File: config.mk
export PLATFORM = sky130hd
export DESIGN_NAME = ad782x_conv_ctrl
export DESIGN_NICKNAME = d
export VERILOG_FILES = /design/src/rtl/ad782x_pkg.sv /design/src/rtl/sync_2ff.sv /design/src/rtl/ad782x_conv_ctrl.sv
export SDC_FILE = /design/constraint.sdc
export NUM_CORES = 1
export LEC_CHECK = 0
export ABC_AREA = 1
export CAP_MARGIN = 10
export CORE_MARGIN = 3
export CORE_UTILIZATION = 49
export DETAILED_ROUTE_END_ITERATION = 8
export HOLD_SLACK_MARGIN = 0.12
export PLACE_DENSITY = 0.83
export REMOVE_ABC_BUFFERS = 1
export SYNTH_ARGS = -nofsm -noshare
export SYNTH_HDL_FRONTEND = slang
export SYNTH_HIERARCHICAL = 1
export SYNTH_SLANG_ARGS = --single-unit
File: constraint.sdc
create_clock -name clk_100MHz -period 1.75 [get_ports clk_100MHz]
set_clock_uncertainty 0.15 [all_clocks]
set_input_delay 0.175 -clock clk_100MHz [delete_from_list [all_inputs] [get_ports clk_100MHz]]
set_output_delay 0.175 -clock clk_100MHz [all_outputs]
set_load 0.05 [all_outputs]
File: src/rtl/ad782x_pkg.sv
// Shared types and default timing for the AD7822/AD7825 conversion controller.
package ad782x_pkg;

    localparam int unsigned DATA_W = 8;
    localparam int unsigned CH_W   = 2;

    localparam int unsigned ADDR_SETUP_CYC_DEF   = 2;
    localparam int unsigned CONVST_LOW_CYC_DEF   = 4;
    localparam int unsigned CONV_TIMEOUT_CYC_DEF = 200;
    localparam int unsigned RD_ACCESS_CYC_DEF    = 4;
    localparam int unsigned QUIET_CYC_DEF        = 50;

    typedef enum logic [2:0] {
        IDLE       = 3'd0,
        ADDR_SETUP = 3'd1,
        CONV_PULSE = 3'd2,
        WAIT_EOC   = 3'd3,
        READ       = 3'd4,
        QUIET      = 3'd5
    } state_e;

    // One captured sample together with the mux channel it came from.
    typedef struct packed {
        logic [CH_W-1:0]   ch;
        logic [DATA_W-1:0] data;
    } sample_t;

    function automatic int unsigned umax(input int unsigned a, input int unsigned b);
        return (a > b) ? a : b;
    endfunction

endpackage

File: src/rtl/sync_2ff.sv
// Two-flop synchroniser for a single level, with a selectable reset value.
module sync_2ff #(
    parameter logic RST_VAL = 1'b0
) (
    input  logic clk,
    input  logic reset,
    input  logic d,
    output logic q
);

    logic meta;

    always_ff @(posedge clk) begin
        if (reset) begin
            meta <= RST_VAL;
            q    <= RST_VAL;
        end else begin
            meta <= d;
            q    <= meta;
        end
    end

endmodule

File: src/rtl/ad782x_conv_ctrl.sv
// Single-conversion controller for the AD7822/AD7825: address setup, CONVST pulse,
// EOC wait with timeout, CS/RD parallel read and a post-conversion quiet period.
module ad782x_conv_ctrl
    import ad782x_pkg::*;
#(
    parameter int unsigned ADDR_SETUP_CYC   = ADDR_SETUP_CYC_DEF,
    parameter int unsigned CONVST_LOW_CYC   = CONVST_LOW_CYC_DEF,
    parameter int unsigned CONV_TIMEOUT_CYC = CONV_TIMEOUT_CYC_DEF,
    parameter int unsigned RD_ACCESS_CYC    = RD_ACCESS_CYC_DEF,
    parameter int unsigned QUIET_CYC        = QUIET_CYC_DEF
) (
    input  logic              clk_100MHz,
    input  logic              reset,
    input  logic              adc_ready,
    input  logic              start,
    input  logic [CH_W-1:0]   ch_sel,
    input  logic              EOC_n,
    input  logic [DATA_W-1:0] db_in,
    output logic              CONVST_n,
    output logic              CS_n,
    output logic              RD_n,
    output logic [CH_W-1:0]   A,
    output logic              busy,
    output logic [DATA_W-1:0] data_out,
    output logic [CH_W-1:0]   data_ch,
    output logic              data_valid,
    output logic              timeout_err
);

    localparam int unsigned CNT_MAX = umax(umax(umax(ADDR_SETUP_CYC, CONVST_LOW_CYC),
                                                umax(CONV_TIMEOUT_CYC, RD_ACCESS_CYC)),
                                           QUIET_CYC);
    localparam int unsigned CNT_W   = $clog2(CNT_MAX + 1);

    localparam logic [CNT_W-1:0] CNT_SAT      = CNT_W'(CNT_MAX);
    localparam logic [CNT_W-1:0] ADDR_LAST    = CNT_W'(ADDR_SETUP_CYC - 1);
    localparam logic [CNT_W-1:0] CONV_LAST    = CNT_W'(CONVST_LOW_CYC - 1);
    localparam logic [CNT_W-1:0] TIMEOUT_LAST = CNT_W'(CONV_TIMEOUT_CYC - 1);
    localparam logic [CNT_W-1:0] RD_LAST      = CNT_W'(RD_ACCESS_CYC - 1);
    localparam logic [CNT_W-1:0] QUIET_LAST   = CNT_W'(QUIET_CYC - 1);

    state_e            state;
    state_e            state_nxt;
    logic [CNT_W-1:0]  cnt;
    logic [CNT_W-1:0]  cnt_nxt;
    logic [CNT_W-1:0]  cnt_inc_c;
    logic [CH_W-1:0]   a_nxt;
    logic              convst_n_nxt;
    logic              cs_n_nxt;
    logic              rd_n_nxt;
    logic              data_valid_nxt;
    logic              timeout_nxt;
    sample_t           sample_q;
    sample_t           sample_nxt;
    logic              ready_s;
    logic              eoc_s;
    logic              eoc_prev;
    logic              eoc_fall_c;

    sync_2ff #(.RST_VAL(1'b0)) u_ready_sync (
        .clk   (clk_100MHz),
        .reset (reset),
        .d     (adc_ready),
        .q     (ready_s)
    );

    // EOC_n idles high, so its synchroniser resets high to avoid a false edge.
    sync_2ff #(.RST_VAL(1'b1)) u_eoc_sync (
        .clk   (clk_100MHz),
        .reset (reset),
        .d     (EOC_n),
        .q     (eoc_s)
    );

    assign eoc_fall_c = eoc_prev & ~eoc_s;
    assign cnt_inc_c  = (cnt == CNT_SAT) ? cnt : cnt + CNT_W'(1);

    assign data_out = sample_q.data;
    assign data_ch  = sample_q.ch;

    // Next-state and next-output decode; bus strobes default to inactive.
    always_comb begin
        state_nxt      = state;
        cnt_nxt        = cnt_inc_c;
        a_nxt          = A;
        convst_n_nxt   = 1'b1;
        cs_n_nxt       = 1'b1;
        rd_n_nxt       = 1'b1;
        sample_nxt     = sample_q;
        data_valid_nxt = 1'b0;
        timeout_nxt    = 1'b0;

        if ((state != IDLE) && !ready_s) begin
            state_nxt = IDLE;
            cnt_nxt   = '0;
        end else begin
            case (state)
                IDLE: begin
                    cnt_nxt = '0;
                    if (start && ready_s) begin
                        a_nxt     = ch_sel;
                        state_nxt = ADDR_SETUP;
                    end
                end
                ADDR_SETUP: begin
                    if (cnt == ADDR_LAST) begin
                        state_nxt    = CONV_PULSE;
                        cnt_nxt      = '0;
                        convst_n_nxt = 1'b0;
                    end
                end
                CONV_PULSE: begin
                    if (cnt == CONV_LAST) begin
                        state_nxt = WAIT_EOC;
                        cnt_nxt   = '0;
                    end else begin
                        convst_n_nxt = 1'b0;
                    end
                end
                WAIT_EOC: begin
                    if (eoc_fall_c) begin
                        state_nxt = READ;
                        cnt_nxt   = '0;
                        cs_n_nxt  = 1'b0;
                        rd_n_nxt  = 1'b0;
                    end else if (cnt == TIMEOUT_LAST) begin
                        state_nxt   = QUIET;
                        cnt_nxt     = '0;
                        timeout_nxt = 1'b1;
                    end
                end
                READ: begin
                    if (cnt == RD_LAST) begin
                        state_nxt       = QUIET;
                        cnt_nxt         = '0;
                        sample_nxt.data = db_in;
                        sample_nxt.ch   = A;
                        data_valid_nxt  = 1'b1;
                    end else begin
                        cs_n_nxt = 1'b0;
                        rd_n_nxt = 1'b0;
                    end
                end
                QUIET: begin
                    if (cnt == QUIET_LAST) begin
                        state_nxt = IDLE;
                        cnt_nxt   = '0;
                    end
                end
                default: begin
                    state_nxt = IDLE;
                    cnt_nxt   = '0;
                end
            endcase
        end
    end

    always_ff @(posedge clk_100MHz) begin
        if (reset) begin
            state       <= IDLE;
            cnt         <= '0;
            A           <= '0;
            CONVST_n    <= 1'b1;
            CS_n        <= 1'b1;
            RD_n        <= 1'b1;
            busy        <= 1'b0;
            sample_q    <= '0;
            data_valid  <= 1'b0;
            timeout_err <= 1'b0;
            eoc_prev    <= 1'b1;
        end else begin
            state       <= state_nxt;
            cnt         <= cnt_nxt;
            A           <= a_nxt;
            CONVST_n    <= convst_n_nxt;
            CS_n        <= cs_n_nxt;
            RD_n        <= rd_n_nxt;
            busy        <= (state_nxt != IDLE);
            sample_q    <= sample_nxt;
            data_valid  <= data_valid_nxt;
            timeout_err <= timeout_nxt;
            eoc_prev    <= eoc_s;
        end
    end

endmodule

# Word-level counts from Yosys, hierarchy flattened
# Index checks and enable logic that the tools add are counted.
[totals]
regBits = 33
latch_bits = 0
mem_bits_rw = 0
mem_bits_ro = 0
inputBits = 15
out_inout_bits = 18
word_cells = 65
n_memories = 0
[op_classes]
n_addsub = 1
n_mul = 0
n_div = 0
magnitude_cmp = 0
eq_ne = 10
shift = 0
n_mux = 22
n_bitwise = 5
n_reduce_logical = 12
[op_table]
columns = ["cell", "n"]
rows = [
  ["two-way mux 8 bit", 6],
  ["one-hot mux 8 bit (4 select lines)", 1],
  ["two-way mux 3 bit", 8],
  ["one-hot mux 3 bit (6 select lines)", 1],
  ["== test 8 bit, second input constant", 2],
  ["adder 8 x 1 -> 8 bit, second input constant", 1],
  ["== test 8 x 1 -> 1 bit, second input constant", 1],
  ["== test 8 x 2 -> 1 bit, second input constant", 1],
  ["== test 8 x 6 -> 1 bit, second input constant", 1],
  ["== test 3 x 2 -> 1 bit, second input constant", 2],
  ["== test 3 bit, second input constant", 2],
  ["AND reduction 3 bit", 2],
  ["nonzero test 3 bit", 2],
  ["two-way mux 1 bit", 4],
  ["NOT 1 bit", 4],
  ["one-hot mux 1 bit (2 select lines)", 2],
  ["OR reduction 2 bit", 2],
  ["OR reduction 4 bit", 1],
  ["== test 3 x 1 -> 1 bit, second input constant", 1],
  ["zero test 3 bit", 1],
  ["OR reduction 3 bit", 1],
  ["logical AND 1 bit", 2],
  ["bitwise AND 1 bit", 1],
  ["zero test 1 bit", 1],
]

# Longest topological paths before layout
# Gate-level depths: netlist (run 1).
[logic_depth]
depth_word = 6
depth_mapped = 9
ltp_nobuf = 9

# Cells and area by module
# Netlist (run 1), hierarchy kept.
[modules_own_cells]
columns = ["mod", "instances", "cells_per_inst", "area_each_um2", "seq_area_each_um2"]
rows = [
  ["ad782x_conv_ctrl", 1, 188, 1378.8, 580.6],
  ["sync_2ff at u_eoc_sync", 1, 7, 58.8, 40.0],
  ["sync_2ff at u_ready_sync", 1, 6, 55.1, 40.0],
]

# Least setup slack after synthesis (run 1)
# Ideal clock, no wire load.
[synth_timing]
path_kind = "reg-to-reg"
startpoint = "register cnt[0]"
endpoint = "register sample_q, in the netlist data_ch[0]"
setup_ps = 118
arrival_ps = 1173
required_time_ps = 1482
path_slack_ps = 309
stages_incl_launch_ff = 8
n_path_buf = 1
period_less_slack_ps = 1441
path_cell_list = "dfxtp_1 ha_1 nand2_1 nor2_4 nand3_2 buf_6 o21ai_1 a21oi_1"
[synth_between]
elab_chain_cells = 2
[synth_lines]
columns = ["item", "line_no", "rtl"]
rows = [
  ["start, declared", "ad782x_conv_ctrl.sv:44", "logic [CNT_W-1:0] cnt;"],
  ["start signal, assigned", "ad782x_conv_ctrl.sv:173", "cnt <= cnt_nxt;"],
  ["== test 8 x 2 -> 1 bit", "ad782x_conv_ctrl.sv:133", "if (cnt == RD_LAST) begin"],
  ["AND reduction 3 bit (no line)", "n/a", ""],
  ["end signal, assigned", "ad782x_conv_ctrl.sv:179", "sample_q <= sample_nxt;"],
  ["end, declared", "ad782x_conv_ctrl.sv:53", "sample_t sample_q;"],
]
# No other way between the ends.
# A chain may end at the register's enable or synchronous reset.

# Worst setup path in the final report (run 1)
[layout_timing]
startpoint = "register cnt[0]"
endpoint = "register cnt[6]"
[layout_between]
elab_chain_cells = 5
elab_cells_between_ends = 13
cone_classes = "add/sub: 1; eq/ne: 5; mux: 7"
[layout_lines]
columns = ["item", "line_no", "rtl"]
rows = [
  ["adder 8 x 1 -> 8 bit / == test 8 bit (equally long branches)", "ad782x_conv_ctrl.sv:76", "assign cnt_inc_c = (cnt == CNT_SAT) ? cnt : cnt + CNT_W'(1);"],
  ["two-way mux 8 bit", "ad782x_conv_ctrl.sv:76", ""],
  ["two-way mux 8 bit", "ad782x_conv_ctrl.sv:126", "end else if (cnt == TIMEOUT_LAST) begin"],
  ["two-way mux 8 bit", "ad782x_conv_ctrl.sv:121", "if (eoc_fall_c) begin"],
  ["one-hot mux 8 bit (4 select lines) (*)", "ad782x_conv_ctrl.sv:97", "case (state)"],
]
# Every way passes the cells marked *; elsewhere a longest branch is shown, timed or not.

==> key figures, run 1 <==
Outcome
  • Status: complete, no violations

Synthesis
  • Synth Area per Inst: 7.426 um^2
  • Synth Register Bits: 33
  • Post-synthesis cell type count: 30
  • Sequential area share after synthesis: 44.26%
  • YS warnings: 6
  • Syn Inst Count: 201
  • Netlist Area Pre-Place: 0.001493 mm^2

Worst setup path
  • Startpoint types: register
  • Levels on crit path: 8
  • Crit-path max FO: 6
  • Crit Path Class: register to register
  • Crit end category: register
  • WP buf/inv: 1
  • Worst path required time: 1830 ps
  • Reg2reg setup slack: 150 ps
  • RR Startpoint: cnt[0]$_SDFF_PP0_
  • Slowest Stage Delay on Critical Path: 380 ps
  • FF-to-FF End: cnt[6]$_SDFF_PP0_
  • Worst setup path end: cnt[6]$_SDFF_PP0_
  • Worst R2R Path Depth: 8
  • Slowest cell on the critical path: dfxtp_2
  • CP top delay family: simple AND/OR/NAND/NOR gates
  • Critical Path AT: 1680 ps
  • Beginning of the critical path: cnt[0]$_SDFF_PP0_
  • Worst-path cell chain: ha_1, nand2_1, inv_1, nand4_1, nand3_1, nand3_2, nand2_4, nor2_1

CTS
  • TritonCTS buffer count: 5
  • CTS Sinks: 33
  • Skew-Pair Late Insertion Delay: 330 ps
  • Worst-path clk slew: 100 ps
  • Post-CTS Setup Inserts: 0
  • H-tree levels: 2
  • Clock root buffer: clkbuf_4
  • CTS Buffer Depth: 2
  • CTS tree: done
  • Post-CTS Hold Buffers: 0

Placement
  • Placed insts: 260
  • GPL Wtd Cong: 0.8360
  • Port bufs: 32
  • Dpl hpwl: 2.202 mm

Die
  • FP Rows: 19
  • Die area: 0.003745 mm^2
  • CORE AREA: 0.002829 mm^2
  • Die Width: 61.20 um
  • Initial core utilization: 52.76%
  • Vert. Die Dim: 61.20 um
  • Ports: 33

STA
  • Worst-Margin Slew: 323.5 ps
  • Max Fclk: 625.6 MHz
  • Rel. slew slack: 78.41%
  • RSZ-0062 raised after global routing: false
  • Setup TNS Final: 0 ps
  • Final Slew Violations: 0
  • Final hold vios: 0
  • Min cycle time layout: 1598 ps
  • Fin crit share: 91.34%
  • Final setup viols: 0

Power and ir drop
  • P_leak: 0.0008523 uW
  • Sw frac: 23.39%
  • Sequential power share: 61.3%
  • P_sw: 290.9 uW
  • Combinational share of power: 6.5%
  • Total internal power: 952.7 uW
  • VDD IR max: 0.5510 mV
  • Clock network fraction of total power: 32.2%
  • PwrDens: 674.8 mW/mm^2

Global route
  • Initial antenna violation count: 0
  • Total track usage: 15.98%
  • First-pass GRT wire length: 4.471 mm
  • Largest net degree at the start of global routing: 21
  • Grt total ovfl: 0
  • Number of global-route vias before repair: 1093

Routing
  • Via density: 4.799
  • First-pass detailed-route iteration total: 4
  • DRC violations left: 0
  • Post-DRT Antenna Nets: 0
  • Post-Route WL: 2.951 mm
  • DRT iter0 DRCs: 55
  • Vias: 1291
  • WL per Instance: 10.97 um

Finish
  • Share of layout cells above drive strength 1: 19.33%
  • Nets: 255
  • Non-filler instance count after layout: 269
  • Commonest non-fill, non-tap cell in the layout: inv_1
  • Commonest non-fill, non-tap cells in the layout: inv_1, nand2_1, dfxtp_1
  • Fillers: 247
  • ANT cells: 0
  • Area growth from synthesis to layout: 23.47%

Worst hold path
  • Worst hold path type: input port to register
  • Worst hold stages: 3
  • Hold_sp: adc_ready

Flow run
  • Max-capacitance violation count: 0
==> logic make-up (layout without fill, tap and decap cells) <==
family / count (synthesis) / after routing / synth area share, %
xor+xnor: 4 / 4 / 2.347
fa+ha+maj: 3 / 3 / 2.515
buf+inv: 45 / 81 / 12.57
flops: 33 / 33 / 44.26
simple gates: 86 / 87 / 26.74
compound gates: 30 / 30 / 11.57
==> layer usage <==
metal  wire [um]  GRT usage, %
met5           0             0
met4          25         6.502
met1        1371         19.82
met2        1422         26.13
met3         132         4.403
==> flip-flops by register name, indices dropped and copies added (netlist names) <==
name,flops
busy,1
u_ready_sync/q,1
u_ready_sync/meta,1
u_eoc_sync/q,1
state,3
RD_n,1
CONVST_n,1
data_valid,1
timeout_err,1
u_eoc_sync/meta,1
eoc_prev,1
data_out,8
A,2
cnt,8
data_ch,2
==> synthesized netlist by cell type (all sizes together) <==
master / number / area, um^2
nand2: 39 / 158.9
ha: 3 / 37.54
nand3: 10 / 60.06
or2: 1 / 6.260
o21bai: 2 / 18.77
nor3: 4 / 31.28
buf: 4 / 33.78
a21oi: 14 / 73.82
nand4: 1 / 6.260
o21ai: 12 / 63.81
dfxtp: 33 / 660.6
xnor2: 1 / 8.760
inv: 41 / 153.9
a21boi: 1 / 7.510
o2111ai: 1 / 8.760
xor2: 3 / 26.28
nor2: 31 / 136.4
==> power by group through the flow <==
stage                     clock, uW  combinational [uW]  sequential, uW
after detailed placement          0                80.4             779
after global routing            449                88.8             764
final                           400                81.0             763
after global placement            0                78.6             779
after floorplan                   0                31.7             785
after CTS                       413                80.7             762
==> timing repair <==
action / CTS / global route
pin swaps: 0 / 1
setup endpoints to repair: 10 / 13
gates resized for setup: 1 / 1
gates cloned: 0 / 1
==> layout make-up <==
type                    count  area (um^2)  share of cell area (%)
flip-flops and latches     33        661.9                   35.91
multi-input cells         124        661.9                   35.91
repair buffers             32        275.3                   14.94
inverters                  41        153.9                   8.350
clock buffers               6        41.29                   2.240
well taps                  31        38.79                   2.105
clock inverters             2        10.01                  0.5431
==> worst min-delay path by stage <==
stage	slack, ps	end
after floorplan	90	A[0]$_SDFFE_PP0P_
after global placement	230	u_eoc_sync/q$_SDFF_PP1_
after detailed placement	240	u_eoc_sync/q$_SDFF_PP1_
after CTS	210	u_ready_sync/meta$_SDFF_PP0_
after global routing	220	u_ready_sync/meta$_SDFF_PP0_
final	210	u_ready_sync/meta$_SDFF_PP0_
==> metrics by stage <==
| stage | worst slack, ps | hold slack [ps] | area (um^2) | util (%) | total power [uW] |
|---|---|---|---|---|---|
| 2_1_floorplan | 187.9 | 94.07 | 1459 | - | 816.5 |
| 3_3_place_gp | 56.19 | 234.1 | 1773 | 62.67 | 857.6 |
| 3_5_place_dp | -8.850 | 238.4 | 1773 | 62.67 | 859.6 |
| 5_1_grt | 48.68 | 218.7 | 1843 | 65.15 | 1301 |
| 4_1_cts | 108.4 | 205.5 | 1832 | 64.75 | 1256 |
| 6_report | 151.6 | 212.4 | 1843 | 65.15 | 1244 |
==> worst register-to-register path: cells and delay by family, from the launching register on <==
family | cells | cell delay (ps)
adders and majority gates | 1 | 200
DFF | 1 | 380
and+or+nand+nor | 6 | 700
buffers and inverters | 1 | 80
Power figures use the tool's default switching activity.
==> run 2: changes to the inputs <==
- ABC_AREA: 1 -> default
- CORE_UTILIZATION: 49 -> 50
- PLACE_DENSITY: 0.83 -> 0.84
==> key figures, run 2 <==
Outcome
  • Status: finished with violations
  • Failing checks: negative setup slack

Finish
  • ANT cells: 0
  • Area growth from synthesis to layout: 54.17%
  • Nets: 252
  • Design area: 0.002361 mm^2
  • Non-filler instance count after layout: 266
  • Commonest non-fill, non-tap cell in the layout: buf_4
  • Commonest non-fill, non-tap cells in the layout: buf_4, dfxtp_1, nor2_1
  • Share of layout cells above drive strength 1: 43.83%

Global route
  • Initial antenna violation count: 0
  • Number of global-route vias before repair: 1444
  • Total track usage: 24.23%
  • Grt total ovfl: 0
  • Largest net degree at the start of global routing: 13
  • First-pass GRT wire length: 6.527 mm

Placement
  • Port bufs: 32
  • Pre-CTS setup slack: -422.9 ps
  • Post-DP Area: 0.002012 mm^2
  • Placed insts: 249
  • GPL Wtd Cong: 0.9080
  • Dpl hpwl: 2.896 mm

Power and ir drop
  • VDD IR max: 0.8575 mV
  • PwrDens: 609.9 mW/mm^2
  • Total power: 1440 uW
  • P_leak: 0.0009823 uW

Worst setup path
  • RR Startpoint: cnt[7]$_SDFF_PP0_
  • Worst-path cell chain: or4_4, or4_1, a222oi_1, buf_4, nor3_1
  • Worst R2R Path Depth: 5
  • Worst setup path end: cnt[5]$_SDFF_PP0_
  • Beginning of the critical path: cnt[7]$_SDFF_PP0_
  • Slowest cell on the critical path: or4_4
  • WP buf/inv: 1
  • Crit Path Class: register to register
  • Crit-path max FO: 8
  • CP top delay family: simple AND/OR/NAND/NOR gates
  • FF-to-FF End: cnt[5]$_SDFF_PP0_
  • Crit end category: register
  • Reg2reg setup slack: -500 ps
  • Worst path required time: 1830 ps
  • Levels on crit path: 5
  • Critical Path AT: 2330 ps
  • Startpoint types: register
  • Slowest Stage Delay on Critical Path: 540 ps

Die
  • Initial core utilization: 54.14%
  • FP Rows: 19
  • Die Width: 61.35 um
  • Vert. Die Dim: 61.35 um
  • CORE AREA: 0.002829 mm^2
  • Ports: 33
  • Die area: 0.003763 mm^2

STA
  • Worst-Margin Slew: 442.8 ps
  • Rel. slew slack: 70.22%
  • Final hold vios: 0
  • Fin crit share: 128.6%
  • Min cycle time layout: 2250 ps
  • Worst hold margin: 211.8 ps
  • Worst Slack Setup Final: -499.7 ps
  • Max Fclk: 444.5 MHz
  • RSZ-0062 raised after global routing: true
  • Final Slew Violations: 0
  • Final setup viols: 23

Synthesis
  • Synth Register Bits: 33
  • Netlist Area Pre-Place: 0.001531 mm^2
  • Synth Area per Inst: 9.396 um^2
  • Syn Inst Count: 163
  • Post-synthesis cell type count: 46
  • Synth area leader: dfxtp_1
  • Synth area leaders: dfxtp_1, mux2i_1, nor2_1
  • Most frequent cell after synthesis: dfxtp_1
  • Top FF cell, synth: dfxtp_1
  • YS warnings: 6
  • Sequential area share after synthesis: 43.14%
  • EDFF count, synth: 0
  • Post-synth top cells: dfxtp_1, nor2_1, mux2i_1, nor3_1, nand2_1
  • Synth top area share: 43.14%
  • Synth async-reset ratio: 0%

CTS
  • Post-CTS Hold Buffers: 0
  • TritonCTS buffer count: 5
  • Skew-Pair Late Insertion Delay: 350 ps
  • Worst-path clk slew: 110 ps
  • Clock root buffer: clkbuf_4
  • CTS tree: done
  • CTS Sinks: 33
  • CTS Buffer Depth: 2
  • H-tree levels: 2

Routing
  • DRC violations left: 0
  • First-pass detailed-route iteration total: 4
  • WL per Instance: 18.71 um
  • DRT iter0 DRCs: 118
  • Post-Route WL: 4.976 mm
  • Post-DRT Antenna Nets: 0
  • Vias: 1553
  • Via density: 5.838

Worst hold path
  • Worst hold path type: input port to register

Flow run
  • Max-capacitance violation count: 0
[run 2: changes by cell type in the layout (fill, tap and decap cells not counted), moves of 5 or more]
cell / previous run / this run
nor2_1: 25 / 17
mux2i_1: 0 / 11
nand2_1: 36 / 8
nand3_1: 8 / 2
o21ai_1: 10 / 0
dfxtp_1: 32 / 27
nor3_1: 3 / 11
dfxtp_2: 1 / 6
buf_4: 18 / 51
nor2_2: 5 / 0
buf_6: 0 / 10
inv_1: 38 / 5
a21oi_1: 13 / 2
[run 2: kinds of logic after synthesis]
family | after synthesis | synth area share, %
buffers and inverters | 16 | 7.026
xor gates and xnor gates | 7 | 4.003
and+or+nand+nor | 72 | 25.82
muxes | 13 | 8.579
DFF | 33 | 43.14
adders and majority gates | 3 | 2.451
AOI/OAI and AO/OA | 19 | 8.987
[run 2: per-stage QoR]
step	setup TNS, ps	util, %
floorplan	-7284	-
global placement	-3859	71.12
detailed placement	-5372	71.12
CTS	-4165	78.02
global route	-8100	83.46
finish	-6695	83.46
[run 2: where the power goes]
part	internal, uW	total, uW	switching, uW
registers	758	764	6.32
clock network	302	586	284
logic	50.2	90.0	39.8
total	1110	1440	330
[run 2: worst min path at each step]
stage | startpoint | cells after the start | slack, ps | endpoint
final | adc_ready | 2 | 210 | u_ready_sync/meta$_SDFF_PP0_
after global routing | EOC_n | 2 | 250 | u_eoc_sync/meta$_SDFF_PP1_
after CTS | adc_ready | 2 | 210 | u_ready_sync/meta$_SDFF_PP0_
after detailed placement | u_eoc_sync/meta$_SDFF_PP1_ | 1 | 260 | u_eoc_sync/q$_SDFF_PP1_
after global placement | u_eoc_sync/meta$_SDFF_PP1_ | 1 | 250 | u_eoc_sync/q$_SDFF_PP1_
after floorplan | reset | 1 | 100 | u_ready_sync/meta$_SDFF_PP0_
[run 2: cell type report]
| type | count | area, um^2 |
|---|---|---|
| timing repair buffer | 75 | 635.6 |
| fill | 153 | 467.9 |
| clock inverter | 3 | 46.29 |
| sequential | 33 | 668.1 |
| multi-input combinational | 114 | 915.9 |
| tap | 31 | 38.79 |
| inverter | 5 | 18.77 |
| clock buffer | 5 | 37.54 |
[run 2: what timing repair did]
item,in CTS,in global routing
endpoints found under the setup margin,24,25
cloned,0,1
setup buffers,1,7
pin swaps,6,9
resized for setup,21,23
[run 2: routing by layer]
metal  wire length (um)  GRT usage [%]  vias to the layer above
li1                   -              -                      704
met2               2482          41.24                       73
met4                149          13.94                        0
met5                  0              0                        -
met1               1987          27.44                      759
met3                356          6.080                       17
==> run 3: changes to the inputs <==
- SLEW_MARGIN: default -> 20
==> results of run 3 <==
Final layout, timing and power as in run 2 (identical DEF).
